==> config.mk <==
export PLATFORM = sky130hd
export DESIGN_NAME = encoder_8to3
export DESIGN_NICKNAME = d
export VERILOG_FILES = /design/src/rtl/encoder_8to3.sv
export SDC_FILE = /design/constraint.sdc
export NUM_CORES = 1
export LEC_CHECK = 0
export CORE_UTILIZATION = 42
export DETAILED_ROUTE_END_ITERATION = 10
export GPL_TIMING_DRIVEN = 0
export PLACE_DENSITY = 0.76
export SLEW_MARGIN = 25
export SYNTH_ARGS = -nofsm -noshare
export SYNTH_HDL_FRONTEND = slang
export SYNTH_SLANG_ARGS = --single-unit
==> constraint.sdc <==
create_clock -name clk -period 2.2 [get_ports clk]
set_clock_uncertainty 0.15 [all_clocks]
set_input_delay 0.22 -clock clk [delete_from_list [all_inputs] [get_ports clk]]
set_output_delay 0.22 -clock clk [all_outputs]
set_load 0.005 [all_outputs]
==> src/rtl/encoder_8to3.sv <==
// -----------------------------------------------------------------------------
// encoder_8to3
//
// Registered 8-to-3 encoder with a multi-hot error detector and a saturating
// error counter.
//
// Parameters
//   PRIORITY : 1 = highest set bit wins, 0 = bitwise OR of all set-bit indices
//   CNT_W    : width of the error counter
//
// Ports
//   clk        in   single clock, all state changes on the rising edge
//   rst_n      in   synchronous active-low reset, has priority over en
//   en         in   sample enable
//   Data_In    in   [7:0] request vector, bit i requests code i
//   Data_Out   out  [2:0] registered binary code
//   valid      out  Data_Out holds a fresh code for a non-zero input
//   onehot_err out  last sampled input had two or more bits set
//   err_cnt    out  [CNT_W-1:0] saturating count of multi-hot samples
//
// All outputs come straight from flip-flops. Latency is one clock.
// -----------------------------------------------------------------------------
module encoder_8to3 #(
  parameter int PRIORITY = 1,
  parameter int CNT_W    = 8
) (
  input  logic             clk,
  input  logic             rst_n,
  input  logic             en,
  input  logic [7:0]       Data_In,
  output logic [2:0]       Data_Out,
  output logic             valid,
  output logic             onehot_err,
  output logic [CNT_W-1:0] err_cnt
);

  // ---------------------------------------------------------------------------
  // Combinational encode of the current input
  // ---------------------------------------------------------------------------
  logic       any_set;
  logic       multi_set;
  logic [2:0] pri_code;
  logic [2:0] or_code;
  logic [2:0] enc_code;

  assign any_set = |Data_In;

  // Clearing the lowest set bit leaves something only if two or more were set.
  assign multi_set = |(Data_In & (Data_In - 8'd1));

  // Priority encode as a halving tree: each level picks the upper half if it
  // holds any request, and that choice is the next code bit (MSB first).
  logic [3:0] pri_nibble;
  logic [1:0] pri_pair;

  assign pri_code[2] = |Data_In[7:4];
  assign pri_nibble  = pri_code[2] ? Data_In[7:4] : Data_In[3:0];
  assign pri_code[1] = |pri_nibble[3:2];
  assign pri_pair    = pri_code[1] ? pri_nibble[3:2] : pri_nibble[1:0];
  assign pri_code[0] = pri_pair[1];

  // OR-encode: code bit b is set when any request whose index has bit b set
  // is active. Masks are elaborated per bit position.
  logic [7:0] or_terms [3];

  genvar gi, gj;
  generate
    for (gi = 0; gi < 3; gi++) begin : g_or_bit
      for (gj = 0; gj < 8; gj++) begin : g_or_src
        if (((gj >> gi) & 1) == 1) begin : g_take
          assign or_terms[gi][gj] = Data_In[gj];
        end else begin : g_skip
          assign or_terms[gi][gj] = 1'b0;
        end
      end
      assign or_code[gi] = |or_terms[gi];
    end
  endgenerate

  // Both encoders reduce to 000 for an all-zero input, but gating on any_set
  // keeps the idle code explicit regardless of encoder choice.
  assign enc_code = !any_set        ? 3'b000   :
                    (PRIORITY != 0) ? pri_code : or_code;

  // ---------------------------------------------------------------------------
  // Next-state logic
  // ---------------------------------------------------------------------------
  localparam logic [CNT_W-1:0] CNT_MAX = {CNT_W{1'b1}};

  logic [2:0]       data_q,  data_d;
  logic             valid_q, valid_d;
  logic             err_q,   err_d;
  logic [CNT_W-1:0] cnt_q,   cnt_d;

  always_comb begin
    data_d  = data_q;
    valid_d = 1'b0;       // valid only marks a freshly sampled code
    err_d   = err_q;
    cnt_d   = cnt_q;
    if (en) begin
      data_d  = enc_code;
      valid_d = any_set;
      err_d   = multi_set;
      if (multi_set && (cnt_q != CNT_MAX)) begin
        cnt_d = cnt_q + CNT_W'(1);
      end
    end
  end

  // ---------------------------------------------------------------------------
  // State registers; reset wins over en and drops any pending sample.
  // ---------------------------------------------------------------------------
  always_ff @(posedge clk) begin
    if (!rst_n) begin
      data_q  <= 3'b000;
      valid_q <= 1'b0;
      err_q   <= 1'b0;
      cnt_q   <= '0;
    end else begin
      data_q  <= data_d;
      valid_q <= valid_d;
      err_q   <= err_d;
      cnt_q   <= cnt_d;
    end
  end

  assign Data_Out   = data_q;
  assign valid      = valid_q;
  assign onehot_err = err_q;
  assign err_cnt    = cnt_q;

endmodule

==> results of run 1 <==
-- final cells by class --
type	instances	area [um^2]
Fill cell	152	553
Multi-Input combinational cell	59	394
Sequential cell	13	260
Timing Repair Buffer	23	230
Clock buffer	4	26.3
Tap cell	16	20.0
Buffer	1	11.3
Inverter	3	11.3
-- cell families after synthesis --
logic type / Yosys count / share of synthesized area, %
simple gates: 28 / 23.5
xor+xnor: 1 / 1.29
fa+ha+maj: 4 / 6.47
flops: 13 / 38.4
buf+inv: 4 / 3.33
compound gates: 26 / 27.0
-- registers in the layout (all words and copies together), names as in the netlist --
name	count
Data_Out	3
valid	1
onehot_err	1
err_cnt	8
-- report_power, final --
group	switching [W]	internal, W
Combinational	0.0000366	0.0000512
Sequential	0.00000828	0.000246
Clock	0.0000768	0.0000702
Total	0.000122	0.000367
-- critical path, delay by kind of cell --
family          cells  cell delay, ns
buf+inv             1            0.44
fa+ha+maj           1            0.33
compound gates      3            0.62
simple gates        1            0.43
-- final timing paths --
check	start	end	slack (ns)	depth (start not counted)
worst min-delay path	onehot_err	onehot_err	0.33	2
worst min register to register	onehot_err	onehot_err	0.33	2
worst max register to register	err_cnt[0]	err_cnt[7]	0.30	6
worst max-delay path	Data_In[5]	err_cnt[6]	0.16	6
-- metrics by stage --
step	instance area [um^2]	hold WS [ns]	std cells	total power [W]
3_3_place_gp	927	0.276	115	0.000344
3_5_place_dp	927	0.319	115	0.000348
4_1_cts	953	0.329	119	0.000494
5_1_grt	953	0.357	119	0.000513
2_1_floorplan	677	0.159	76	0.000294
6_report	953	0.327	119	0.000489
-- layer usage --
layer	up-vias	wire, um	GRT usage (%)
li1	336	-	-
met1	311	661	23.8
met2	19	819	31.9
met3	0	58	3.88
met4	0	0	9.38
met5	-	0	0
-- layout by cell type (no fill, tap or decap), drive strengths merged --
master / Yosys / final
o311a: 2 / 2
nand2: 4 / 4
o31ai: 1 / 1
clkdlybuf4s50: 0 / 23
nand2b: 1 / 1
xor2: 1 / 1
or3: 6 / 6
a21oi: 8 / 8
nand4: 2 / 2
o21ai: 10 / 10
clkbuf: 0 / 4
inv: 3 / 3
o21a: 1 / 1
and3: 1 / 1
ha: 1 / 1
o21bai: 2 / 2
maj3: 3 / 3
or4: 1 / 1
nor2: 5 / 5
nand3: 5 / 5
a22o: 1 / 1
buf: 1 / 1
dfxtp: 13 / 13
or2: 2 / 2
a211o: 1 / 1
nor2b: 1 / 1
==> results by group, run 1 <==
Run status
  – Status: complete, no violations

GRT
  – Grt ovf: 0
  – First-pass GRT wire length: 2600 um
  – Largest net degree at the start of global routing: 11
  – Via count of the first global-routing pass: 611
  – Total Routing Usage GR: 19.2%
  – Initial antenna violation count: 0

Critical path
  – WS Path Type: input pin to flip-flop
  – Crit path max fanout: 4
  – CP peak stage delay: 0.44 ns
  – Req. time, crit path: 2.21 ns
  – Startpoint Class: input pin
  – Crit. End Element: flip-flop
  – Critical Path AT: 2.05 ns
  – Crit-path cells: clkdlybuf4s50_1, or3_4, maj3_2, o21ai_0, o21bai_1, o311a_1
  – Slowest cell on the critical path: clkdlybuf4s50_1

Detailed routing
  – Total Wirelength: 1540 um
  – Via count: 666
  – Antenna-violating nets left: 0
  – Vias/cell: 5.60
  – Drt first-iter violations: 9
  – Routed len/inst: 12.9 um
  – TritonRoute pass-1 iters: 4
  – Drt drc: 0

Floorplan
  – Die ar.: 0.00178 mm^2
  – Core Area: 0.00151 mm^2
  – Die Wd: 42.1 um
  – Die extent in y: 42.1 um
  – Row cnt: 14
  – Starting Density: 44.9%
  – Ports: 24

Yosys
  – Synth area leaders: dfxtp_1 38%, o21ai_2 6.5%, a21oi_1 5.2%
  – Leading area contributor after synthesis: dfxtp_1
  – Post-synthesis cell count: 76
  – Synthesized area per cell: 8.91 um^2
  – Most numerous cell in the Yosys netlist: dfxtp_1
  – Top cell type's share of synthesized area: 38.4%
  – Synth async-reset ratio: 0%
  – Sequential-to-total area share from yosys stat: 38.4%
  – Yosys cell types: 30
  – Yosys reg bits: 13
  – Post-Syn Nets: 88
  – Cell area after synthesis: 677 um^2
  – Syn. warnings: 0
  – Synth top cells by count: 13 x dfxtp_1, 7 x a21oi_1
  – Synth Flop Type: dfxtp_1
  – Number of synthesized flops with an enable pin: 0

STA
  – Slew HR: 70.6%
  – Final setup fails: 0
  – Max Freq: 0.490 GHz
  – Fin. max-slew vios: 0
  – Total negative setup slack: 0 ns
  – RSZ-0062 raised after global routing: no
  – Final period util: 92.7%
  – Period minus WS final: 2.04 ns
  – Setup ws final: 0.161 ns
  – Slew @ Worst Pin: 0.436 ns
  – Final hold vios: 0

Place
  – IO buf count: 23
  – Setup WS pre-CTS: -0.0909 ns
  – Post-DP HPWL: 1200 um
  – Gpl congestion: 0.736

Finish
  – Antenna Cells: 0
  – Share of layout cells above drive strength 1: 20.4%
  – Final core occ: 63.3%
  – Nets: 116
  – Syn-to-layout area delta: 40.9%

CTS
  – PostCTS Resize Cnt: 0
  – Post-CTS Hold Fix Bufs: 0
  – # clock sinks: 13
  – Clock root cell: clkbuf_4
  – H-tree depth: 1
  – CTS buffer count: 3
  – Worst-Skew Late Latency: 0.27 ns
  – Longest Clk Path Bufs: 2
  – Register clock-pin slew on the reported worst setup and hold paths: 0.08 ns
  – CTS tree: yes
  – # Post-CTS Setup Buffers: 0

Pwr
  – Peak supply drop: 322 uV
  – Lkg Pwr: 0.329 nW
  – Power Density: 513 mW/mm^2

Flow run
  – Max cap viols: 0

Min path
  – Hold crit path type: flip-flop to flip-flop
Note: power is estimated with default switching activity, not from simulation.
==> run 2: changes to the inputs <==
ABC_CLOCK_PERIOD_IN_PS = 2200   (was not set)
CORE_MARGIN = 1   (was not set)
==> results of run 2 <==
No change in the layout: final DEF, timing and power equal those of run 1.
